<file path="src/rtl/qmult_rr_sched.sv">
// Round-robin scheduler sharing one Q-format fixed-point multiplier among NREQ requesters.
// Latency: grant edge T -> response valid after edge T+1; at least 3 cycles per transaction.
// Backpressure: response is held in RESP until i_rsp_ready; no new grants until it drains.

// Combinational fixed-point multiply on magnitudes, sign applied afterwards, truncating.
module qmult #(
    parameter int Q = 8,
    parameter int N = 16
) (
    input  logic [N-1:0] i_a,
    input  logic [N-1:0] i_b,
    output logic [N-1:0] o_result,
    output logic         o_ovr
);
    logic [N-1:0]   mag_a;
    logic [N-1:0]   mag_b;
    logic [N-1:0]   res_mag;
    logic [2*N-1:0] product;
    logic           unused_prod;

    // Multiply magnitudes, take the Q-aligned window, negate if the signs differ
    always_comb begin
        mag_a    = i_a[N-1] ? -i_a : i_a;
        mag_b    = i_b[N-1] ? -i_b : i_b;
        product  = {{N{1'b0}}, mag_a} * {{N{1'b0}}, mag_b};
        res_mag  = {1'b0, product[N-2+Q:Q]};
        o_result = (i_a[N-1] ^ i_b[N-1]) ? -res_mag : res_mag;
        o_ovr    = |product[2*N-2:N-1+Q];
    end

    // Truncated fraction bits and the top product bit are intentionally dropped
    assign unused_prod = ^{product[2*N-1], product[Q-1:0]};
endmodule

module qmult_rr_sched #(
    parameter int Q    = 8,
    parameter int N    = 16,
    parameter int NREQ = 4,
    parameter int IDW  = 2
) (
    input  logic              i_clk,
    input  logic              i_rst,
    input  logic [NREQ-1:0]   i_req_valid,
    input  logic [NREQ*N-1:0] i_req_a,
    input  logic [NREQ*N-1:0] i_req_b,
    output logic [NREQ-1:0]   o_req_ready,
    output logic              o_rsp_valid,
    input  logic              i_rsp_ready,
    output logic [N-1:0]      o_rsp_data,
    output logic [IDW-1:0]    o_rsp_id,
    output logic              o_rsp_ovr,
    output logic              o_ovr_sticky,
    input  logic              i_ovr_clr,
    output logic              o_busy
);
    localparam int IW1 = IDW + 1;

    typedef enum logic [1:0] {S_IDLE, S_CALC, S_RESP} state_t;

    state_t         state_q, state_d;
    logic [IDW-1:0] ptr_q, ptr_d;
    logic [N-1:0]   a_q, a_d;
    logic [N-1:0]   b_q, b_d;
    logic [IDW-1:0] id_q, id_d;
    logic           rsp_valid_q, rsp_valid_d;
    logic [N-1:0]   rsp_data_q, rsp_data_d;
    logic [IDW-1:0] rsp_id_q, rsp_id_d;
    logic           rsp_ovr_q, rsp_ovr_d;
    logic           sticky_q, sticky_d;

    logic           gnt_found;
    logic [IDW-1:0] gnt_idx;
    logic [IW1-1:0] cand;
    logic [N-1:0]   a_sel;
    logic [N-1:0]   b_sel;
    logic [NREQ-1:0] req_rdy;
    logic [N-1:0]   mul_res;
    logic           mul_ovr;

    // Round-robin search: first valid requester after the last one served, wrapping
    always_comb begin
        gnt_found = 1'b0;
        gnt_idx   = '0;
        cand      = '0;
        for (int i = 0; i < NREQ; i++) begin
            cand = {1'b0, ptr_q} + IW1'(i + 1);
            if (cand >= IW1'(NREQ)) begin
                cand = cand - IW1'(NREQ);
            end
            if (!gnt_found && i_req_valid[cand[IDW-1:0]]) begin
                gnt_found = 1'b1;
                gnt_idx   = cand[IDW-1:0];
            end
        end
    end

    // Operand mux for the winner and one-hot accept strobe, only offered in IDLE
    always_comb begin
        a_sel   = '0;
        b_sel   = '0;
        req_rdy = '0;
        for (int k = 0; k < NREQ; k++) begin
            if (gnt_idx == IDW'(k)) begin
                a_sel      = i_req_a[k*N +: N];
                b_sel      = i_req_b[k*N +: N];
                req_rdy[k] = gnt_found && (state_q == S_IDLE);
            end
        end
    end

    qmult #(.Q(Q), .N(N)) u_qmult (
        .i_a      (a_q),
        .i_b      (b_q),
        .o_result (mul_res),
        .o_ovr    (mul_ovr)
    );

    // Next-state: grant in IDLE, sample the multiplier in CALC, hold until accepted in RESP
    always_comb begin
        state_d     = state_q;
        ptr_d       = ptr_q;
        a_d         = a_q;
        b_d         = b_q;
        id_d        = id_q;
        rsp_valid_d = rsp_valid_q;
        rsp_data_d  = rsp_data_q;
        rsp_id_d    = rsp_id_q;
        rsp_ovr_d   = rsp_ovr_q;
        sticky_d    = i_ovr_clr ? 1'b0 : sticky_q;
        case (state_q)
            S_IDLE: begin
                if (gnt_found) begin
                    a_d     = a_sel;
                    b_d     = b_sel;
                    id_d    = gnt_idx;
                    ptr_d   = gnt_idx;
                    state_d = S_CALC;
                end
            end
            S_CALC: begin
                rsp_data_d  = mul_res;
                rsp_ovr_d   = mul_ovr;
                rsp_id_d    = id_q;
                rsp_valid_d = 1'b1;
                // A fresh overflow beats a simultaneous clear
                if (mul_ovr) begin
                    sticky_d = 1'b1;
                end
                state_d = S_RESP;
            end
            S_RESP: begin
                if (i_rsp_ready) begin
                    rsp_valid_d = 1'b0;
                    state_d     = S_IDLE;
                end
            end
            default: state_d = S_IDLE;
        endcase
    end

    // State registers; reset abandons any transaction in flight
    always_ff @(posedge i_clk) begin
        if (i_rst) begin
            state_q     <= S_IDLE;
            ptr_q       <= IDW'(NREQ - 1);
            a_q         <= '0;
            b_q         <= '0;
            id_q        <= '0;
            rsp_valid_q <= 1'b0;
            rsp_data_q  <= '0;
            rsp_id_q    <= '0;
            rsp_ovr_q   <= 1'b0;
            sticky_q    <= 1'b0;
        end else begin
            state_q     <= state_d;
            ptr_q       <= ptr_d;
            a_q         <= a_d;
            b_q         <= b_d;
            id_q        <= id_d;
            rsp_valid_q <= rsp_valid_d;
            rsp_data_q  <= rsp_data_d;
            rsp_id_q    <= rsp_id_d;
            rsp_ovr_q   <= rsp_ovr_d;
            sticky_q    <= sticky_d;
        end
    end

    assign o_req_ready  = req_rdy;
    assign o_rsp_valid  = rsp_valid_q;
    assign o_rsp_data   = rsp_data_q;
    assign o_rsp_id     = rsp_id_q;
    assign o_rsp_ovr    = rsp_ovr_q;
    assign o_ovr_sticky = sticky_q;
    assign o_busy       = (state_q != S_IDLE);
endmodule
</file>
<file path="config.mk">
export PLATFORM = sky130hd
export DESIGN_NAME = qmult_rr_sched
export DESIGN_NICKNAME = d
export VERILOG_FILES = /design/src/rtl/qmult_rr_sched.sv
export SDC_FILE = /design/constraint.sdc
export NUM_CORES = 1
export LEC_CHECK = 0
export CAP_MARGIN = 25
export CORE_AREA = 5 5 216 218
export CTS_BUF_LIST = sky130_fd_sc_hd__clkbuf_4 sky130_fd_sc_hd__clkbuf_8
export CTS_CLUSTER_DIAMETER = 100
export DETAILED_ROUTE_END_ITERATION = 7
export DIE_AREA = 0 0 221 223
export DONT_BUFFER_PORTS = 1
export PLACE_DENSITY = 0.46
export SETUP_SLACK_MARGIN = 0.2
export SLEW_MARGIN = 20
export SYNTH_ARGS = -nofsm -noshare
export SYNTH_HDL_FRONTEND = slang
export SYNTH_HIERARCHICAL = 1
export SYNTH_SLANG_ARGS = --single-unit
</file>
<file path="constraint.sdc">
create_clock -name i_clk -period 11.67 [get_ports i_clk]
set_clock_uncertainty 0.15 [all_clocks]
set_input_delay 1.7505 -clock i_clk [delete_from_list [all_inputs] [get_ports i_clk]]
set_output_delay 1.7505 -clock i_clk [all_outputs]
set_load 0.005 [all_outputs]
</file>
Yosys cells after proc, flatten, opt, wreduce, memory -nomap -nowiden:

Cells that the tools add are included.

* flip-flop bits (word level): 59
* output and inout port bits: 26
* word-level logic and storage cells: 96

* $add $sub $neg: 11
* multipliers: 1
* order comparisons: 8
* equality and inequality tests: 7
* muxes and demuxes: 43
* bitwise operators: 1
* reduce and logical (&&, ||, !) cells: 15

Operator list (count)
* $mux 16: 11
* $neg 16->16: 2
* $mul 16x16->31: 1
* $mux 2: 10
* $mux 1: 16
* $neg 15->16: 1
* $ge 3x3->1 const B: 4
* $lt 2x3->1 const B: 4
* $bmux 1 s2: 4
* $reduce_or 8->1: 1
* $sub 2x1->2 const B: 4
* $add 2x2->3 const B: 2
* $eq 2x2->1 const B: 3
* $pmux 2 s3: 1
* $reduce_and 2->1: 3
* $eq 2x1->1 const B: 2
* $logic_and 1x1->1: 4
* $logic_not 2->1: 2
* $ne 2x2->1 const B: 2
* $reduce_bool 2->1: 2
* $add 2x1->3 const B: 1
* $add 2x3->3 const B: 1
* $logic_not 1->1: 3
* $pmux 1 s2: 1
* $xor 1x1->1: 1

Depth between registers and ports, before layout:

Gate-level depths: netlist of run 1.

* depth in word-level cells: 20
* gate-level depth with buffers: 33
* depth with buffers taken out: 31

By module:

Netlist of run 1, hierarchy kept.

By module, submodules not included
* qmult: instances 1, cells each 1094, area an instance 9102.5 µm²
* qmult_rr_sched: instances 1, cells each 392, area an instance 3189.3 µm²

Least setup slack after synthesis of run 1:

Ideal clock, no wire load.

* path type: register to register
* from: reg a_q[6]
* to: reg rsp_data_q[13] (netlist: o_rsp_data[13])
* library setup time: 0.070 ns
* data arrival time: 8.140 ns
* data required time: 11.450 ns
* path slack: 3.309 ns
* stages on the path, launching flop included: 29
* cells stage by stage: dfxtp_1 > or4_4 > or4_4 > or3_2 > o21ai_0 > xor2_1 > nor2_1 > fa_1 > inv_1 > fa_1 > inv_1 > fa_1 > fa_1 > fa_1 > inv_1 > fa_1 > inv_1 > ha_1 > nand4_1 > nor2_1 > o2bb2ai_1 > a211oi_1 > o21ai_0 > xor2_1 > or3_1 > o31ai_1 > xor2_1 > nand2_1 > a21oi_1

* cells in the longest elaborated chain, start to end: 5

RTL lines
* start: declaration: RTL line 62 `logic [N-1:0] a_q, a_d;`
* start signal: assignment: RTL line 166 `a_q <= '0;`
* start signal: assignment: RTL line 177 `a_q <= a_d;`
* $neg 16->16: RTL line 23 `mag_a = i_a[N-1] ? -i_a : i_a;`
* $mux 16 (*): RTL line 23
* $mul 16x16->31 (*): RTL line 25 `product = {{N{1'b0}}, mag_a} * {{N{1'b0}}, mag_b};`
* $neg 15->16: RTL line 27 `o_result = (i_a[N-1] ^ i_b[N-1]) ? -res_mag : res_mag;`
* $mux 16 (*): RTL line 27
* net mul_res[13]: RTL line 77 `logic [N-1:0] mul_res;`
* end signal: assignment: RTL line 181 `rsp_data_q <= rsp_data_d;`
* end: declaration: RTL line 66 `logic [N-1:0] rsp_data_q, rsp_data_d;`

Mark *: on every way through the listed nets, which the timed path passes. The rest lies on a longest branch.
A chain may end at the register's enable or synchronous reset.

Worst setup path in the final report of run 1:

* from: reg b_q[0]
* to: reg rsp_data_q[13] (netlist: o_rsp_data[13])

* cells in the longest elaborated chain, start to end: 5

RTL lines
* start: declaration: RTL line 63 `logic [N-1:0] b_q, b_d;`
* start signal: assignment: RTL line 167 `b_q <= '0;`
* start signal: assignment: RTL line 178 `b_q <= b_d;`
* $neg 16->16: RTL line 24 `mag_b = i_b[N-1] ? -i_b : i_b;`
* $mux 16 (*): RTL line 24
* $mul 16x16->31 (*): RTL line 25
* $neg 15->16: RTL line 27
* $mux 16 (*): RTL line 27
* net mul_res[13]: RTL line 77

Marked as above.

==> flow_metrics.env, run 1 <==
export IMPL_p_seq_share_pct=8.4
export IMPL_status="completed"
export IMPL_whs_path_depth=2
export IMPL_cp_required_ns=11.82
export IMPL_row_count=78
export IMPL_dieArea_mm2=0.0493
export IMPL_gp_congestion=0.837
export IMPL_cts_setup_buffers=0
export IMPL_io_pins=162
export IMPL_insertion_delay_ns=0.37
export IMPL_min_delay_start="o_rsp_data[3]$_SDFFE_PP0P_"
export IMPL_vdd_ir_drop_max_mv=0.157
export IMPL_gr_usage_met2_pct=29.0
export IMPL_final_common_cell="inv_1"
export IMPL_setup_viol=0
export IMPL_rr_worst_depth=27
export IMPL_grt_pass1_wl_um=61000
export IMPL_r2r_slack_ns=2.27
export IMPL_fmax_ghz=0.106
export IMPL_finalSetupTns_ns=0
export IMPL_period_share_pct=80.5
export IMPL_power_mw=3.61
export IMPL_path_buf_inv=3
export IMPL_critPathCaptureType="flip-flop"
export IMPL_busiest_layer="met2"
export IMPL_r2r_end="o_rsp_data[13]$_SDFFE_PP0P_"
export IMPL_ant_nets=0
export IMPL_cp_slowest_cell="xor2_1"
export IMPL_worst_path_most_repeated_cell="fa_1"
export IMPL_antenna_found_initial=1
export IMPL_cp_max_fo=13
export IMPL_cts_sink_count=59
export IMPL_mostFrequentLayoutCells="239 x inv_1, 198 x nand2_1, 192 x fa_1"
export IMPL_areaGrowthSynthToFinish_pct=7.44
export IMPL_crit_start="b_q[0]$_SDFFE_PP0N_"
export IMPL_hold_violations=0
export IMPL_dp_cells=2050
export IMPL_cts_buffers_inserted=9
export IMPL_syn_inst=1486
export IMPL_first_global_vias=11100
export IMPL_use_met3_pct=1.39
export IMPL_crit_family="adder cells"
export IMPL_htree_num_levels=3
export IMPL_holdCritPathClass="reg -> reg"
export IMPL_power_internal_mw=1.58
export IMPL_drt_first_iter_violations=492
export IMPL_drt_total_wl_um=37300
export IMPL_p_switching_mw=2.04
export IMPL_syn_num_nets=1914
export IMPL_grt_use_total_pct=15.5
export IMPL_die_width_um=221
export IMPL_finalNonFillerCells=2068
export IMPL_maxSlewViolCount=0
export IMPL_synth_main_ff_cell="dfxtp_1"
export IMPL_ctsResizeCount=0
export IMPL_cts_tree="built"
export IMPL_grt_max_degree=36
export IMPL_start_util_pct=27.5
export IMPL_p_clk_share_pct=6.1
export IMPL_synth_seq_area_share_pct=9.61
export IMPL_tightest_slew_ns=1.12
export IMPL_layout_nets=1890
export IMPL_startpoint_type="flip-flop"
export IMPL_yosysUniqueCellTypes=78
export IMPL_yosysWarnings=6
export IMPL_port_buffers=0
export IMPL_cp_slowest_stage_delay_ns=0.82
export IMPL_ys_seq_elements=59
export IMPL_grt_use_met1_pct=18.6
export IMPL_clockRootBuffer="clkbuf_8"
export IMPL_leakage_nw=5.98
export IMPL_num_vias=9972
export IMPL_core_mm2=0.0447
export IMPL_holdPathEnd="o_rsp_data[3]$_SDFFE_PP0P_"
export IMPL_clkTransAtPathRegs_ns=0.07
export IMPL_r2r_start="b_q[0]$_SDFFE_PP0N_"
export IMPL_die_y_um=223
export IMPL_relSlewSlack_pct=25.1
export IMPL_remaining_drc_errors=0
export IMPL_fillers=4903
export IMPL_layout_drive_gt1_share_pct=5.45
export IMPL_switching_share_pct=56.4
export IMPL_vias_per_cell=4.82
export IMPL_cp_arrival_ns=9.55
export IMPL_min_period_ns=9.40
export IMPL_worst_setup_path_type="reg -> reg"
export IMPL_cts_hold_buf=0
export IMPL_drv_cap=0
export IMPL_rsz0062_at_grt="false"
export IMPL_synth_avg_cell_area_um2=8.27
export IMPL_clockBufferDepth=2
export IMPL_async_reset_ff_share_pct=0
export IMPL_hpwl_um=30900
export IMPL_wl_per_cell_um=18.0
export IMPL_drtPass1Iterations=5
export IMPL_power_density_mw_per_mm2=274
export IMPL_combPwrFrac_pct=85.5
export IMPL_syn_cell_area_mm2=0.0123
export IMPL_grt_ovfl_total=0
export IMPL_synth_enable_flop_cells=0
[registers in the layout, indices dropped and copies added, names as in the netlist]
name,count
a_q,16
b_q,16
o_rsp_data,16
id_q,2
o_rsp_id,2
ptr_q,2
state_q,2
o_ovr_sticky,1
o_rsp_ovr,1
o_rsp_valid,1
[worst register-to-register path: stages (launching register included)]
cell and delay (ns):
dfxtp_1 0.51, inv_1 0.36, ha_1 0.22, nand2b_1 0.09, or2_2 0.32, or4_1 0.51
o21ai_0 0.31, xor2_1 0.82, nor2_1 0.15, fa_1 0.53, inv_1 0.07, fa_1 0.53
inv_1 0.05, fa_1 0.46, fa_1 0.52, fa_1 0.51, fa_1 0.49, ha_1 0.42
a21o_1 0.23, o21bai_1 0.17, or3_1 0.33, o211ai_1 0.29, nand4b_1 0.23, or3_1 0.42
o31ai_1 0.30, xor2_1 0.17, nand2_1 0.07, a21oi_1 0.12
[final cells by class]
type / count / area [um^2] / area share [%]
repair buffers: 24 / 189 / 1.43
flip-flops and latches: 59 / 1180 / 8.94
clock inverters: 6 / 90.1 / 0.682
multi-input cells: 1128 / 9960 / 75.4
inverters: 240 / 901 / 6.82
well taps: 600 / 751 / 5.68
clock buffers: 10 / 131 / 0.995
diodes: 1 / 2.50 / 0.0189
[synth_stat cells (3+ instances only)]
cell type	instances	area, um^2
or3_1	12	75.1
xnor2_1	45	394
ha_1	100	1250
and2_1	9	56.3
inv_1	239	897
nor3_1	10	50.1
nand2_1	199	747
nor2b_1	4	25.0
buf_6	4	45.0
buf_2	13	65.1
nor2_1	146	548
nand4_1	5	31.3
mux2i_1	35	350
buf_4	4	30.0
nor4_1	4	25.0
o211ai_1	35	263
or2_2	11	68.8
dfxtp_1	59	1180
a31oi_1	6	37.5
o21bai_1	5	37.5
xor2_1	33	289
nand3b_1	3	22.5
o31ai_1	11	82.6
clkbuf_1	30	113
fa_1	192	3840
buf_1	4	15.0
a21oi_1	44	220
clkbuf_2	3	15.0
a21o_1	45	338
nand2b_1	16	100
o21ai_0	64	320
nand3_1	36	180
[kinds of logic (layout without fill, tap and decap cells)]
family,count (synthesis),in the layout,synth area share (%)
simple gates,480,480,17.5
buf+inv,299,280,9.79
mux,37,37,3.13
xor+xnor,78,78,5.56
fa+ha+maj,292,292,41.4
flops,59,59,9.61
compound gates,241,241,12.9
other cells,0,1,0
[worst max-delay path by stage]
stage                             endpoint  cells after the start
6_report       o_rsp_data[13]$_SDFFE_PP0P_                     27
5_1_grt        o_rsp_data[13]$_SDFFE_PP0P_                     28
4_1_cts        o_rsp_data[13]$_SDFFE_PP0P_                     27
3_5_place_dp   o_rsp_data[13]$_SDFFE_PP0P_                     27
3_3_place_gp   o_rsp_data[13]$_SDFFE_PP0P_                     26
2_1_floorplan  o_rsp_data[13]$_SDFFE_PP0P_                     28
[metrics by stage]
stage / setup WS [ns] / instance area (um^2) / hold slack (ns) / utilization [%]
floorplan: 3.31 / 12300 / 0.282 / -
global placement: 2.32 / 12900 / 0.315 / 28.9
detailed placement: 2.27 / 13000 / 0.317 / 29.0
CTS: 2.23 / 13200 / 0.328 / 29.5
global route: 1.59 / 13200 / 0.344 / 29.5
finish: 2.27 / 13200 / 0.320 / 29.5
[layer usage]
| metal | wire, um | part of all wire (%) | up-vias |
|---|---|---|---|
| met5 | 0 | 0 | - |
| met4 | 1060 | 2.9 | 0 |
| met1 | 15200 | 41 | 5029 |
| met2 | 19900 | 53 | 186 |
| li1 | - | - | 4715 |
| met3 | 1110 | 3.0 | 42 |
[power by group through the flow]
stage / logic, mW / clock network, mW / registers [mW]
finish: 3.09 / 0.220 / 0.303
global route: 3.58 / 0.240 / 0.311
CTS: 3.15 / 0.232 / 0.306
detailed placement: 3.13 / 0 / 0.310
global placement: 3.10 / 0 / 0.309
floorplan: 2.36 / 0 / 0.278
Power figures use the tool's default switching activity.
==> run 2, diff against run 1 <==
clock period = 9.4 ns   (was 11.67 ns; I/O delays follow)
==> run 2 against run 1 <==
Against the previous run:
- routed wire length down 1.1%
- design area up 1.4%
- power up 27%
- sequential power up 21%
- critical endpoint unchanged
- highest routed layer unchanged
==> flow_metrics.env, run 2 (synthesis gave the netlist of run 1 again) <==
export IMPL_rr_worst_depth=25
export IMPL_period_share_pct=93.0
export IMPL_row_count=78
export IMPL_rsz0062_at_grt="false"
export IMPL_power_density_mw_per_mm2=343
export IMPL_cp_required_ns=9.55
export IMPL_grt_ovfl_total=0
export IMPL_finalSetupTns_ns=0
export IMPL_insertion_delay_ns=0.37
export IMPL_cts_hold_buf=0
export IMPL_setup_viol=0
export IMPL_status="completed"
export IMPL_grt_use_total_pct=15.2
export IMPL_hpwl_um=31400
export IMPL_io_pins=162
export IMPL_drt_total_wl_um=36900
export IMPL_cts_sink_count=59
export IMPL_clockRootBuffer="clkbuf_8"
export IMPL_grt_pass1_wl_um=59900
export IMPL_cts_buffers_inserted=9
export IMPL_utilization_pct=30.0
export IMPL_cp_max_fo=7
export IMPL_tightest_slew_ns=0.900
export IMPL_vdd_ir_drop_max_mv=0.220
export IMPL_worst_setup_path_type="reg -> reg"
export IMPL_cp_slowest_cell="or4_4"
export IMPL_port_buffers=0
export IMPL_finalNonFillerCells=2099
export IMPL_r2r_start="a_q[6]$_SDFFE_PP0N_"
export IMPL_cp_arrival_ns=8.89
export IMPL_ant_nets=0
export IMPL_drtPass1Iterations=5
export IMPL_layout_nets=1921
export IMPL_whs_path_depth=2
export IMPL_fmax_ghz=0.114
export IMPL_dp_cells=2081
export IMPL_relSlewSlack_pct=39.8
export IMPL_ctsResizeCount=0
export IMPL_num_vias=10100
export IMPL_power_mw=4.59
export IMPL_leakage_nw=6.11
export IMPL_die_y_um=223
export IMPL_holdCritPathClass="reg -> reg"
export IMPL_cp_slowest_stage_delay_ns=0.58
export IMPL_final_common_cell="inv_1"
export IMPL_hold_violations=0
export IMPL_timing_hold_ws_ns=0.328
export IMPL_clkTransAtPathRegs_ns=0.08
export IMPL_clockBufferDepth=2
export IMPL_min_period_ns=8.74
export IMPL_core_mm2=0.0447
export IMPL_htree_num_levels=3
export IMPL_min_delay_start="o_rsp_data[8]$_SDFFE_PP0P_"
export IMPL_areaGrowthSynthToFinish_pct=8.94
export IMPL_dieArea_mm2=0.0493
export IMPL_wl_per_cell_um=17.6
export IMPL_layout_drive_gt1_share_pct=7.08
export IMPL_start_util_pct=27.5
export IMPL_cts_setup_buffers=0
export IMPL_maxSlewViolCount=0
export IMPL_grt_max_degree=36
export IMPL_startpoint_type="flip-flop"
export IMPL_die_width_um=221
export IMPL_first_global_vias=11100
export IMPL_critPathCaptureType="flip-flop"
export IMPL_r2r_slack_ns=0.66
export IMPL_drt_first_iter_violations=507
export IMPL_gp_congestion=0.871
export IMPL_cts_tree="built"
export IMPL_vias_per_cell=4.83
export IMPL_holdPathEnd="o_rsp_data[8]$_SDFFE_PP0P_"
export IMPL_r2r_end="o_rsp_data[13]$_SDFFE_PP0P_"
export IMPL_antenna_found_initial=1
export IMPL_mostFrequentLayoutCells="239 x inv_1, 198 x nand2_1, 192 x fa_1"
export IMPL_drv_cap=0
export IMPL_remaining_drc_errors=0
export IMPL_worst_path_most_repeated_cell="fa_1"
-- run 2: report_power, final --
| group | total (mW) | leakage, nW | switching [mW] | internal (mW) |
|---|---|---|---|---|
| sequential | 0.368 | 0.485 | 0.0661 | 0.302 |
| clock | 0.242 | 0.0958 | 0.119 | 0.123 |
| combinational | 3.98 | 5.52 | 2.32 | 1.66 |
-- run 2: how the worst max path moves through the flow --
stage | from | endpoint | slack [ns]
6_report | a_q[6]$_SDFFE_PP0N_ | o_rsp_data[13]$_SDFFE_PP0P_ | 0.66
5_1_grt | a_q[6]$_SDFFE_PP0N_ | o_rsp_data[13]$_SDFFE_PP0P_ | 0.20
4_1_cts | a_q[6]$_SDFFE_PP0N_ | o_rsp_data[13]$_SDFFE_PP0P_ | 0.64
3_5_place_dp | a_q[5]$_SDFFE_PP0N_ | o_rsp_data[13]$_SDFFE_PP0P_ | 0.71
3_3_place_gp | a_q[5]$_SDFFE_PP0N_ | o_rsp_data[13]$_SDFFE_PP0P_ | 0.82
2_1_floorplan | a_q[6]$_SDFFE_PP0N_ | o_rsp_data[13]$_SDFFE_PP0P_ | 1.04
-- run 2: worst max-delay path: cells and delay by family (launching register included) --
kind,cells,cell delay [ns]
xor gates and xnor gates,3,0.73
AOI/OAI and AO/OA,8,1.90
adders and majority gates,7,3.34
and+or+nand+nor,6,2.12
DFF,1,0.36
buffers and inverters,1,0.05
-- run 2: layout make-up --
type	count	area, um^2
inverters	240	901
well taps	600	751
fillers	4894	31300
clock buffers	9	124
repair buffers	55	413
multi-input cells	1128	9940
flip-flops and latches	59	1180
diodes	1	2.50
clock inverters	7	76.3
-- run 2: metrics by stage --
stage | area, um^2 | worst slack, ns
5_1_grt | 13400 | 0.201
4_1_cts | 13400 | 0.641
2_1_floorplan | 12300 | 1.04
3_3_place_gp | 13100 | 0.821
6_report | 13400 | 0.655
3_5_place_dp | 13200 | 0.715
-- run 2: routing by layer --
layer | vias up | share of wire [%] | global-route usage [%]
met5 | - | 0 | 0
met2 | 190 | 55 | 29.7
met3 | 36 | 3.4 | 1.54
met1 | 5143 | 40 | 17.5
met4 | 0 | 2.3 | 4.10
li1 | 4771 | - | -
==> run 3, diff against run 2 <==
CORE_AREA = 5 5 217 219   (was 5 5 216 218)
DIE_AREA = 0 0 222 224   (was 0 0 221 223)
SYNTH_HIERARCHICAL = default   (was 1)
==> run 3 against run 2 <==
Against the previous run:
- critical endpoint is now o_rsp_data[14]$_SDFFE_PP0P_
- global-route usage increased by 0.45 points
- first-iteration DRC count rose by 3.0%
- critical path type unchanged
- power rose by 23%
- die area grew 0.90%
- setup slack better by 0.19 ns
==> flow_metrics.env, run 3 <==
export IMPL_combPwrFrac_pct=88.5
export IMPL_first_global_vias=11000
export IMPL_row_count=78
export IMPL_syn_inst=1544
export IMPL_grt_ovfl_total=0
export IMPL_placed_area_mm2=0.0133
export IMPL_startpoint_type="flip-flop"
export IMPL_async_reset_ff_share_pct=0
export IMPL_p_clk_share_pct=4.7
export IMPL_drv_cap=0
export IMPL_ctsResizeCount=0
export IMPL_whs_path_depth=2
export IMPL_cts_tree="built"
export IMPL_min_period_ns=8.55
export IMPL_maxSlewViolCount=0
export IMPL_synth_commonest_cells="245 x inv_1, 206 x nor2_1, 205 x nand2_1"
export IMPL_gp_congestion=0.877
export IMPL_vias_per_cell=4.85
export IMPL_status="completed"
export IMPL_cts_buffers_inserted=9
export IMPL_cts_hold_buf=0
export IMPL_insertion_delay_ns=0.37
export IMPL_rsz0062_at_grt="false"
export IMPL_areaGrowthSynthToFinish_pct=9.74
export IMPL_layout_nets=1974
export IMPL_drtPass1Iterations=6
export IMPL_synth_avg_cell_area_um2=8.01
export IMPL_syn_cell_area_mm2=0.0124
export IMPL_synth_top_area_share_pct=31.1
export IMPL_yosysWarnings=0
export IMPL_cts_setup_buffers=0
export IMPL_cp_max_fo=9
export IMPL_drt_first_iter_violations=522
export IMPL_syn_num_nets=1972
export IMPL_p_switching_mw=3.29
export IMPL_leakage_nw=6.07
export IMPL_cp_arrival_ns=8.68
export IMPL_remaining_drc_errors=0
export IMPL_final_common_cell="inv_1"
export IMPL_ant_nets=0
export IMPL_clockBufferDepth=2
export IMPL_setup_viol=0
export IMPL_switching_share_pct=58.3
export IMPL_vdd_ir_drop_max_mv=0.238
export IMPL_start_util_pct=27.6
export IMPL_grt_pass1_wl_um=61600
export IMPL_synthTopCellsByArea="fa_1 31%, ha_1 10%, dfxtp_1 9.5%, inv_1 7.4%, nor2_1 6.3%"
export IMPL_min_delay_start="id_q[1]$_SDFFE_PP0P_"
export IMPL_yosysUniqueCellTypes=69
export IMPL_drt_total_wl_um=38500
export IMPL_htree_num_levels=3
export IMPL_clkTransAtPathRegs_ns=0.08
export IMPL_yosysMostFrequentCell="inv_1"
export IMPL_synth_seq_area_share_pct=9.55
export IMPL_p_seq_share_pct=6.8
export IMPL_cp_required_ns=9.53
export IMPL_power_internal_mw=2.36
export IMPL_grt_use_total_pct=15.6
export IMPL_cts_sink_count=59
export IMPL_fin_area_mm2=0.0136
export IMPL_holdCritPathClass="reg -> reg"
export IMPL_worst_setup_path_type="reg -> reg"
export IMPL_rr_worst_depth=22
export IMPL_dp_cells=2131
export IMPL_crit_start="a_q[2]$_SDFFE_PP0P_"
export IMPL_wl_per_cell_um=17.9
export IMPL_clockRootBuffer="clkbuf_8"
export IMPL_synth_enable_flop_cells=0
export IMPL_finalSetupTns_ns=0
export IMPL_grt_max_degree=71
export IMPL_fmax_ghz=0.117
export IMPL_synth_main_ff_cell="dfxtp_1"
export IMPL_mostFrequentLayoutCells="245 x inv_1, 205 x nor2_1, 205 x nand2_1"
export IMPL_hpwl_um=33400
export IMPL_port_buffers=0
export IMPL_period_share_pct=91.0
export IMPL_num_vias=10400
export IMPL_power_mw=5.65
export IMPL_io_pins=162
export IMPL_die_y_um=224
export IMPL_finalNonFillerCells=2151
export IMPL_diodes=0
export IMPL_synth_largest_area_cell="fa_1"
export IMPL_critPathCaptureType="flip-flop"
export IMPL_die_width_um=222
export IMPL_tightest_slew_ns=0.976
export IMPL_hold_violations=0
export IMPL_power_density_mw_per_mm2=416
export IMPL_r2r_start="a_q[2]$_SDFFE_PP0P_"
export IMPL_core_mm2=0.0449
export IMPL_ys_seq_elements=59
export IMPL_relSlewSlack_pct=34.5
export IMPL_dieArea_mm2=0.0497
export IMPL_antenna_found_initial=0
export IMPL_layout_drive_gt1_share_pct=6.71
run 3: through the flow:
step	hold slack, ns	util [%]	worst slack (ns)
5_1_grt	0.331	30.2	0.330
3_3_place_gp	0.287	29.6	0.933
2_1_floorplan	0.282	-	1.31
3_5_place_dp	0.291	29.6	0.890
4_1_cts	0.306	30.1	0.832
6_report	0.302	30.2	0.849
run 3: kinds of logic after synthesis:
family | synth area share, %
compound gates | 13.5
buf+inv | 9.53
simple gates | 20.2
xor+xnor | 5.59
mux | 0.435
fa+ha+maj | 41.2
flops | 9.55
run 3: worst paths after layout:
kind                                                    end  slack [ns]
worst min register to register         id_q[1]$_SDFFE_PP0P_        0.30
worst max register to register  o_rsp_data[14]$_SDFFE_PP0P_        0.85
worst min-delay path                   id_q[1]$_SDFFE_PP0P_        0.30
worst max-delay path            o_rsp_data[14]$_SDFFE_PP0P_        0.85
run 3: final cells by class:
cell class | instances | area, um^2
Multi-Input combinational cell | 1171 | 10000
Sequential cell | 59 | 1180
Clock inverter | 6 | 88.8
Timing Repair Buffer | 59 | 453
Fill cell | 4941 | 31300
Clock buffer | 10 | 138
Inverter | 246 | 923
Tap cell | 600 | 751
run 3: metal layers:
layer	GRT usage, %	wire (um)	up-vias
met5	0	0	-
met4	4.63	1080	0
met3	2.36	2110	52
met2	27.1	18300	336
met1	20.3	17100	5080
li1	-	-	4966
run 3: critical path, cell delays in order, from the launching register on:
cell      delay, ns
dfxtp_1        0.39
or4_1          0.56
or2_2          0.34
o41ai_1        0.50
xnor2_1        0.40
nand2_1        0.17
fa_1           0.53
fa_1           0.52
fa_1           0.52
inv_1          0.05
fa_1           0.56
fa_1           0.43
fa_1           0.47
ha_1           0.44
nand4_1        0.22
nor2_1         0.06
a221o_1        0.37
or3_1          0.38
a222oi_1       0.53
and3_2         0.33
a41oi_1        0.14
xnor2_1        0.17
a211oi_1       0.23
run 3: power by group through the flow:
stage	logic, mW	clock network, mW	registers (mW)
final	5.00	0.266	0.381
after global routing	5.76	0.285	0.391
after CTS	5.07	0.276	0.383
after detailed placement	5.02	0	0.389
after global placement	5.04	0	0.389
after floorplan	3.58	0	0.351
